--- src/rtl/fetch_queue.sv ---
`default_nettype none
// ============================================================================
// fetch_queue : instruction prefetch FIFO of {PC, instruction} feeding the IF
// stage; optional same-cycle bypass when FETCH_QUEUE_BYPASS_EN is defined.
// Revision 1.0
// ============================================================================
module fetch_queue #(
  parameter int          DEPTH = 4,
  parameter logic [31:0] NOP   = 32'h0000_0013
) (
  input  logic                         Clock,
  input  logic                         nReset,
  input  logic [31:0]                  PC_in,
  input  logic [31:0]                  instruction_in,
  input  logic                         valid_in,
  output logic                         ready_out,
  output logic [31:0]                  PC_out,
  output logic [31:0]                  instruction_out,
  output logic                         valid_out,
  input  logic                         hold,
  input  logic                         flush,
  output logic [$clog2(DEPTH+1)-1:0]   count
);

  localparam int              AW         = $clog2(DEPTH);
  localparam int              CW         = $clog2(DEPTH+1);
  localparam logic [CW-1:0]   FULL_COUNT = CW'(DEPTH);

  logic [63:0]   mem [DEPTH];
  logic [AW-1:0] rp;
  logic [AW-1:0] wp;
  logic          empty;
  logic          push;
  logic          pop;
  logic          bypass;
  logic [63:0]   head;

  assign empty     = (count == '0);
  assign ready_out = (count != FULL_COUNT);
  assign head      = mem[rp];

`ifdef FETCH_QUEUE_BYPASS_EN
  // An incoming word on an empty queue is forwarded; it only enters storage if held.
  assign bypass    = empty && valid_in && !flush;
  assign valid_out = (!empty || valid_in) && !flush;
  assign pop       = !empty && !flush && !hold;
  assign push      = valid_in && ready_out && !flush && !(bypass && !hold);
`else
  assign bypass    = 1'b0;
  assign valid_out = !empty && !flush;
  assign pop       = valid_out && !hold;
  assign push      = valid_in && ready_out && !flush;
`endif

  always_comb begin
    PC_out          = 32'h0;
    instruction_out = NOP;
    if (bypass) begin
      PC_out          = PC_in;
      instruction_out = instruction_in;
    end else if (valid_out) begin
      PC_out          = head[63:32];
      instruction_out = head[31:0];
    end
  end

  always_ff @(posedge Clock or negedge nReset) begin
    if (!nReset) begin
      rp    <= '0;
      wp    <= '0;
      count <= '0;
    end else if (flush) begin
      rp    <= '0;
      wp    <= '0;
      count <= '0;
    end else begin
      if (push) wp <= wp + 1'b1;
      if (pop)  rp <= rp + 1'b1;
      case ({push, pop})
        2'b10:   count <= count + 1'b1;
        2'b01:   count <= count - 1'b1;
        default: count <= count;
      endcase
    end
  end

  // Storage is not reset; entries are only visible through valid_out.
  always_ff @(posedge Clock) begin
    if (push) mem[wp] <= {PC_in, instruction_in};
  end

endmodule
`default_nettype wire

--- config.mk ---
export PLATFORM = sky130hd
export DESIGN_NAME = fetch_queue
export DESIGN_NICKNAME = d
export VERILOG_FILES = /design/src/rtl/fetch_queue.sv
export SDC_FILE = /design/constraint.sdc
export NUM_CORES = 1
export LEC_CHECK = 0
export ABC_AREA = 1
export CORE_MARGIN = 2
export CORE_UTILIZATION = 52
export CTS_CLUSTER_DIAMETER = 150
export CTS_CLUSTER_SIZE = 25
export DETAILED_ROUTE_END_ITERATION = 10
export PLACE_DENSITY = 0.85
export SYNTH_ARGS = -nofsm -noshare
export SYNTH_HDL_FRONTEND = slang
export SYNTH_SLANG_ARGS = --single-unit
export TNS_END_PERCENT = 10
--- constraint.sdc ---
create_clock -name Clock -period 7.9 [get_ports Clock]
set_input_delay 0.79 -clock Clock [delete_from_list [all_inputs] [get_ports Clock]]
set_output_delay 0.79 -clock Clock [all_outputs]
set_load 0.005 [all_outputs]
After elaboration in Yosys (flattened, before gate mapping). Memory sizes are Yosys's and may differ from the RTL's. Cells that the tools add are included.

Bits in registers: 7. Memory bits (writable): 256. Input bits: 69. Output and inout bits: 69. Word-level logic and storage cells: 32. Memories kept: 1.

Memories: mem (words 4, width 64, rd ports 1, clocked after memory_dff 0, write ports 1, line 29) `logic [63:0] mem [DEPTH];`.

Add/subtract/negate cells: 4. Eq/ne operators: 3. Muxes and demuxes: 10. Reduce and logical (&&, ||, !) cells: 11.

Operator list (number): 32-bit 2-to-1 mux (2); 2-bit 2-to-1 mux (4); 3-bit case mux with 2 select lines (1); 2-bit by 1-bit adder with 2-bit output (second input constant) (2); 1-bit logical AND (4); 2-bit nonzero test (2); 3-bit by 1-bit adder with 3-bit output (second input constant) (1); 1-bit zero test (3); 3-bit zero test (1); 3-bit 2-to-1 mux (1); 3-bit != test (second input constant) (1); 3-bit nonzero test (1); 3-bit by 1-bit subtractor with 3-bit output (second input constant) (1); 2-bit by 1-bit == test with 1-bit output (second input constant) (1); 2-bit == test (second input constant) (1); 1-bit 2-to-1 mux (2).

Logic depth before layout (Yosys ltp). Gate-level depths: netlist of run 1.

Word-level depth: 7. Gate-level depth with buffers: 12.

Worst setup path after synthesis of run 1. OpenSTA, ideal clock, no wires.

Path type: input port to flip-flop. From: input port valid_in. To: memory mem[0][0], enable pin. Library setup time: 486 ps. Arrival: 3825 ps. Required time: 7414 ps. Path slack: 3589 ps. Stages: 4. Buffers on the path: 0. Cells stage by stage: nand2_2 > nor2_1 > inv_1 > nor2_1.

Cells in the longest elaborated chain, start to end: 4.

RTL lines: from (decl) (line 15) `input logic valid_in,`; 1-bit logical AND (2 in series) (line 52) `assign push = valid_in && ready_out && !flush;`; 1-bit 2-to-1 mux (line 89) `if (push) mem[wp] <= {PC_in, instruction_in};`; 1-bit 2-to-1 mux (implied by the code) (line 89); to (decl) (line 29).

No other way between the ends.

Final worst setup path of run 1.
From: register rp[0]. To: output port instruction_out[1].

Cells in the longest elaborated chain, start to end: 2.

RTL lines: from (decl) (line 30) `logic [AW-1:0] rp;`; from (signal assigned) (line 78) `if (pop) rp <= rp + 1'b1;`; memory read 4 x 64 bit; 32-bit 2-to-1 mux (line 61) `end else if (valid_out) begin`; to (decl) (line 18) `output logic [31:0] instruction_out,`.

No other way between the ends.

==> results.txt, run 1 <==
----------------------------------------------------
[Job]
  MaxCap Viol Count ... 0

[Power]
  Part of the total power dissipated in combinational logic ... 0.287
  Part of the power in registers ... 0.494
  Maximum vdd drop ... around 0.16 mV
  Switching portion of total power ... 0.301
  P per Cell Area ... about 280 nW/um^2
  Switching power ... just over 0.001 W
  Internal Dissipation ... 0.00239 W
  Lkg Pwr ... roughly 4 nW
  Clk network pwr share ... 0.219

[Yosys]
  Instance count of the mapped netlist ... 816
  Area of the mapped netlist ... about 10000 um^2
  Share of synthesized registers carrying an async set or reset ... 0.0266
  Multiplexer share of the synthesized area ... 0
  Post-Syn Nets ... 890
  Compound-Gate Fraction of Synth Area ... 0.0971
  Most repeated cell in the gate-level netlist after synthesis ... nor2_1
  Number of warnings reported in the yosys synthesis log ... 0
  Leading area contributor after synthesis ... edfxtp_1
  Arithmetic-cell share of the synthesized area counting full adders, half adders and majority gates ... 0.00672
  Area share of the largest cell type after synthesis ... 0.737
  Simple-gate share of the synthesized area ... 0.107
  Number of enable flip-flop cells after synthesis ... around 260
  Xor and xnor fraction of the mapped netlist area ... 0.000840
  Synth top area cells ... edfxtp_1 (74%), nor2_1 (9.4%), o21ai_0 (6.1%), a21oi_1 (2.9%), dfrtp_1 (1.7%)
  Mapped Avg Cell Area ... approximately 13 um^2
  Count of cell types in the netlist ... 26
  Flop and latch count out of synthesis ... ~260
  Dominant combinational cell family by area after synthesis ... simple AND/OR/NAND/NOR gates
  Most numerous cell types in the synthesized netlist ... nor2_1 (262), edfxtp_1 (256), o21ai_0 (128), a21oi_1 (61), clkbuf_1 (19)
  Prevailing post-synth register cell ... edfxtp_1
  Sequential share of the synthesized area ... 0.754

[Placed design]
  Number of input and output port buffers inserted ... about 140
  Final GP Congestion ... around 0.75
  Sum of net half-perimeters after detailed placement ... between 10000 and 15000 um
  Worst setup slack before clock tree synthesis ... about 3.9 ns

[Floorplanning]
  Die height ... roughly 150 um
  Width of the chip ... 146 um
  Overall die area ... between 20000 and 25000 um^2
  I/O Pins ... roughly 140
  Effective utilization at floorplan ... 0.533
  Core Box Area ... 19600 um^2
  Site row count ... 51

[Clock network]
  Number of clock buffers inserted by TritonCTS ... 14
  Num Clock Sinks ... between 200 and 300
  Setup Buffers After CTS ... 0
  Post-cts sizing count ... 0
  Clock transition at the register clock pins on the worst setup and hold paths after CTS ... ~0.090 ns
  Root Buffer Master ... clkbuf_16
  Worst skew pair latency ... approximately 0.48 ns
  CTS tree ... done
  Depth of the CTS H-tree ... 1
  Number of buffers on the longest clock path ... 3
  Number of hold buffers added after CTS ... 0

[Global routing]
  Via count of the first global-routing pass ... roughly 6500
  Overall routing resource usage ... 0.199
  Total gr overflow ... 0
  Global-route wire length before repair ... between 30000 and 40000 um
  Largest net degree at the start of global routing ... 76
  Antenna violations before repair ... 1

[STA]
  Worst slew pin tran ... between 0.9 and 1 ns
  Slew headroom ... 0.341
  Max Transition Viols Final ... 0
  Total count of hold-check failures in the final report ... 0
  Largest clock skew in the final design ... ~0.012 ns
  Worst setup slack after layout ... between 3 and 4 ns
  Total negative slack ... 0 ns
  Final critical-path share of the clock period ... 0.567
  Setup-violating endpoint count in the final report ... 0
  Time the final worst path needs with I/O delays and setup ... ~4.5 ns
  Unrepaired setup endpoints after global routing ... no
  Max Freq ... about 220 MHz

[Final layout]
  Final core area utilization ... 0.630
  Relative area change from synthesis to final layout ... 18.4%
  Fraction of layout instances using a drive strength above 1 ... 0.0503
  Total of fill cells in the finished design ... between 1000 and 1500
  Net count reported at finish ... between 1000 and 1500

[Route]
  Final Routed Wirelength ... approximately 22000 um
  Post-detailed-route count of antenna-violating nets ... 0
  DRC violations left ... 0
  Vias post-DR ... approximately 6500
  Violation count after the first detailed-routing iteration ... approximately 480
  Vias per cell ... between 5 and 6
  Drt pass-1 iters ... 5
  Routed length per placed instance ... 18.0 um

[Critical path]
  CP Max Fanout ... 75
  Largest delay share family, worst path ... buffers and inverters
  Crit path buf inv count ... 3
  Critical path startpoint category ... flip-flop
  Worst setup path class ... flip-flop to output pin
  Endpoint kind of the worst setup timing path ... output pin
  Origin of the critical flop-to-flop path ... rp[0]$_DFFE_PN0P_
  Count of cells along the worst register-to-register path ... 6
  Crit-path cells ... clkinv_2 > buf_4 > nor2_1 > nor2_1 > o21ai_0 > o311ai_1 > clkdlybuf4s50_1
  Reg-to-Reg End ... rp[1]$_DFFE_PN0P_
  Most numerous cell on the critical path ... nor2_1
  Setup slack of the most critical reg-to-reg path ... a little over 5 ns
  Critical path required time ... between 7 and 8 ns
  Critical-path top delay cell ... dfrtp_4
  Largest stage delay on the critical path ... around 0.88 ns
  Crit path DAT ... about 3.7 ns

[Min path]
  Worst min path class ... primary input to asynchronous set/reset pin

[Outcome]
  Status ... finished clean

----------------------------------------------------
## cell families after synthesis
group / count (synthesis)
AO/OA/AOI/OAI: 196
buffers and inverters: 62
adder cells (fa/ha/maj): 5
AND/OR/NAND/NOR: 289
flip-flops: 263
XOR/XNOR: 1
## worst max-delay path by stage
stage / start / endpoint / slack (ns) / cells after the start
after floorplan: valid_in / mem[0][0]$_DFFE_PP_ / 3.59 / 4
after global placement: rp[0]$_DFFE_PN0P_ / instruction_out[1] / 3.99 / 7
after detailed placement: rp[0]$_DFFE_PN0P_ / instruction_out[1] / 3.91 / 7
after CTS: rp[0]$_DFFE_PN0P_ / instruction_out[1] / 3.38 / 7
after global routing: rp[0]$_DFFE_PN0P_ / PC_out[31] / 3.16 / 5
final: rp[0]$_DFFE_PN0P_ / instruction_out[1] / 3.42 / 7
## per-stage QoR
stage / instance area [um^2] / total power (W) / hold WS [ns] / instances
6_report: 12300 / 0.00342 / 0.580 / 1201
5_1_grt: 12300 / 0.00360 / 0.577 / 1200
4_1_cts: 12300 / 0.00345 / 0.568 / 1200
3_5_place_dp: 11900 / 0.00271 / 0.601 / 1180
3_3_place_gp: 11900 / 0.00267 / 0.602 / 1180
2_1_floorplan: 10400 / 0.00228 / 0.494 / 816
## metal layers
layer,track usage,share of wire,vias up
met5,0,0,-
met3,0.0348,0.073,28
met1,0.246,0.40,3141
met2,0.367,0.51,261
li1,-,-,3102
met4,0.0466,0.019,0
## area by class of cell
cell class / count / area (um^2) / share of cell area
inverters: 15 / 57.6 / 0.00466
clock inverters: 1 / 16.3 / 0.00132
repair buffers: 146 / 1440 / 0.117
flip-flops and latches: 263 / 7870 / 0.637
diodes: 1 / 2.50 / 0.000203
clock buffers: 19 / 390 / 0.0316
multi-input cells: 491 / 2240 / 0.182
well taps: 265 / 332 / 0.0269
## state kept, by name, summed over array words and instances, names as in the netlist
name   count
rp         2
wp         2
mem      256
count      3
## placed cells by master, fill, tap and decap left out
master / n
clkinv_8: 1
inv_2: 3
o31ai_1: 1
clkbuf_16: 15
ha_1: 4
dfrtp_1: 5
nor2_1: 258
o21ai_0: 128
clkinv_2: 1
clkdlybuf4s50_1: 137
nor2_4: 5
a21oi_1: 61
o21ai_2: 1
nand3_1: 1
o311ai_1: 2
diode_2: 1
dfrtp_4: 1
inv_1: 11
clkbuf_1: 4
o311ai_0: 1
xnor2_1: 1
a21oi_2: 1
dfrtp_2: 1
edfxtp_1: 256
buf_4: 9
nand3_2: 2
nand2_1: 17
nand2_2: 6
a21oi_4: 1
fa_1: 1
## power by group through the flow
stage          combinational [W]  sequential (W)  clock (W)
2_1_floorplan           0.000597         0.00168          0
3_3_place_gp            0.000954         0.00172          0
3_5_place_dp            0.000987         0.00172          0
4_1_cts                 0.000994         0.00169   0.000770
5_1_grt                  0.00109         0.00170   0.000818
6_report                0.000983         0.00169   0.000750
No activity file was read; power rests on OpenSTA's default activity.
==> run 2, diff against run 1 <==
==> constraint.sdc (replaced) <==
create_clock -name Clock -period 4.29 [get_ports Clock]
set_input_delay 0.429 -clock Clock [delete_from_list [all_inputs] [get_ports Clock]]
set_output_delay 0.429 -clock Clock [all_outputs]
set_load 0.005 [all_outputs]
==> run 2 against run 1 <==
Effect of this change: clock skew up 0.0089 ns; flip-flop and latch count did not move; clock power rose by 87%; count of clock-buffer cells in the layout stayed put; first-iteration DRC count is 13% lower; wire length decreased by 0.56%; core utilization up 0.49 points; worst hold slack got worse by 0.37 ns; non-clock buffer count up 6; via count is 1.3% lower; highest routed layer unchanged.
==> results.txt, run 2 (synthesis gave the netlist of run 1 again) <==
----------------------------------------------------
[STA]
  Total count of hold-check failures in the final report ... 0
  Worst slew pin tran ... roughly 0.9 ns
  Unrepaired setup endpoints after global routing ... no
  Final critical-path share of the clock period ... 0.801
  Slew headroom ... 0.396
  Setup-violating endpoint count in the final report ... 0
  Time the final worst path needs with I/O delays and setup ... approximately 3.4 ns
  Total negative slack ... 0 ns
  Max Freq ... 291 MHz
  Largest clock skew in the final design ... a little over 0.02 ns
  Max Transition Viols Final ... 0

[Route]
  Final Routed Wirelength ... 21500 um
  Violation count after the first detailed-routing iteration ... 415
  DRC violations left ... 0
  Drt pass-1 iters ... 5
  Routed length per placed instance ... 17.8 um
  Post-detailed-route count of antenna-violating nets ... 0
  Vias per cell ... 5.34
  Vias post-DR ... between 6000 and 7000

[Critical path]
  Largest stage delay on the critical path ... about 0.73 ns
  Endpoint kind of the worst setup timing path ... output pin
  Crit path DAT ... 3.01 ns
  Setup slack of the most critical reg-to-reg path ... between 1.5 and 2 ns
  Crit path launch ... rp[0]$_DFFE_PN0P_
  Worst setup path class ... flip-flop to output pin
  Crit path capture ... instruction_out[0]
  Critical path required time ... 3.86 ns
  Count of cells along the worst register-to-register path ... 7
  Crit-path cells ... clkinv_2 > buf_4 > nor2_1 > o311ai_0 > clkdlybuf4s50_1
  Origin of the critical flop-to-flop path ... count[0]$_DFFE_PN0P_
  Critical-path top delay cell ... dfrtp_4
  Critical path startpoint category ... flip-flop
  Reg-to-Reg End ... mem[0][17]$_DFFE_PP_
  CP Max Fanout ... 52

[Clock network]
  CTS tree ... done
  Num Clock Sinks ... 263
  Clock transition at the register clock pins on the worst setup and hold paths after CTS ... 0.10 ns
  Depth of the CTS H-tree ... 1
  Number of clock buffers inserted by TritonCTS ... 14
  Root Buffer Master ... clkbuf_16
  Post-cts sizing count ... 0
  Number of buffers on the longest clock path ... 3
  Setup Buffers After CTS ... 0
  Worst skew pair latency ... around 0.5 ns
  Number of hold buffers added after CTS ... 0

[Floorplanning]
  Site row count ... between 50 and 60
  Effective utilization at floorplan ... 0.533
  Die height ... about 150 um
  I/O Pins ... 138
  Width of the chip ... 146 um
  Overall die area ... around 21000 um^2
  Core Box Area ... roughly 20000 um^2

[Power]
  Lkg Pwr ... between 4 and 5 nW
  Maximum vdd drop ... around 0.33 mV
  P per Cell Area ... between 500 and 600 nW/um^2

[Global routing]
  Via count of the first global-routing pass ... 6333
  Total gr overflow ... 0
  Global-route wire length before repair ... 33400 um
  Overall routing resource usage ... 0.199
  Largest net degree at the start of global routing ... between 60 and 70
  Antenna violations before repair ... 1

[Min path]
  Worst min path class ... primary input to asynchronous set/reset pin

[Final layout]
  Leading cell type in the layout, fill and taps excluded ... nor2_1
  Most frequent cells in the layout ... nor2_1 (258), edfxtp_1 (256), clkdlybuf4s50_1 (137), o21ai_0 (128), a21oi_1 (61)
  Net count reported at finish ... 1011
  Fraction of layout instances using a drive strength above 1 ... 0.0563
  Register containing the most flip-flops in the final layout ... mem
  Top Registers ... mem (256), count (3)
  Fin cells ... about 1200
  Number of flip-flops in the largest register ... 256
  Relative area change from synthesis to final layout ... 19.3%
  Total of fill cells in the finished design ... about 1500

[Placed design]
  Number of input and output port buffers inserted ... roughly 140
  Placed instance count ... around 1200
  Final GP Congestion ... 0.757
  Sum of net half-perimeters after detailed placement ... roughly 13000 um

[Outcome]
  Status ... finished clean

[Job]
  MaxCap Viol Count ... 0

----------------------------------------------------
==> run 2: per-layer routing <==
metal | up-vias | part of all wire | wire, um | GRT usage
met3 | 28 | 0.059 | 1280 | 0.0357
met5 | - | 0 | 0 | 0
met1 | 3115 | 0.42 | 9100 | 0.258
li1 | 3112 | - | - | -
met4 | 0 | 0.019 | 412 | 0.0436
met2 | 195 | 0.50 | 10700 | 0.354
==> run 2: final cells by class <==
cell class	count	area (um^2)	area share
flip-flops and latches	263	7870	0.632
diodes	1	2.50	0.000201
multi-input cells	491	2240	0.180
well taps	265	332	0.0266
clock buffers	19	390	0.0314
clock inverters	1	16.3	0.00131
repair buffers	152	1530	0.123
inverters	15	57.6	0.00463
==> run 2: per-stage QoR <==
step / setup WS [ns] / power [W] / cell area, um^2 / util / hold WS [ns]
2_1_floorplan: 0.126 / 0.00420 / 10400 / - / 0.133
3_3_place_gp: 1.15 / 0.00496 / 12000 / 0.614 / 0.608
3_5_place_dp: 1.06 / 0.00501 / 12000 / 0.614 / 0.619
4_1_cts: 0.903 / 0.00639 / 12400 / 0.635 / 0.203
5_1_grt: 0.735 / 0.00668 / 12400 / 0.635 / 0.218
6_report: 0.855 / 0.00634 / 12400 / 0.635 / 0.213
==> run 2: worst min path at each step <==
stage | end | depth (start not counted) | slack (ns) | start
floorplan | count[0]$_DFFE_PN0P_ | 0 | 0.13 | nReset
global placement | wp[1]$_DFFE_PN0P_ | 2 | 0.61 | wp[1]$_DFFE_PN0P_
detailed placement | count[2]$_DFFE_PN0P_ | 2 | 0.62 | count[2]$_DFFE_PN0P_
CTS | wp[1]$_DFFE_PN0P_ | 1 | 0.20 | nReset
global route | count[1]$_DFFE_PN0P_ | 1 | 0.22 | nReset
finish | count[1]$_DFFE_PN0P_ | 1 | 0.21 | nReset
==> run 2: critical path, delay by kind of cell (launching register included) <==
kind / cells / cell delay, ns
AO/OA/AOI/OAI: 1 / 0.63
buffers and inverters: 3 / 1.08
AND/OR/NAND/NOR: 1 / 0.06
flip-flops: 1 / 0.73
==> run 2: report_power, final <==
group	switching (W)	leakage, nW	internal [W]
Combinational	0.00104	1.53	0.000804
Sequential	0.000121	2.41	0.00298
Clock	0.000751	0.196	0.000648
Total	0.00191	4.14	0.00443
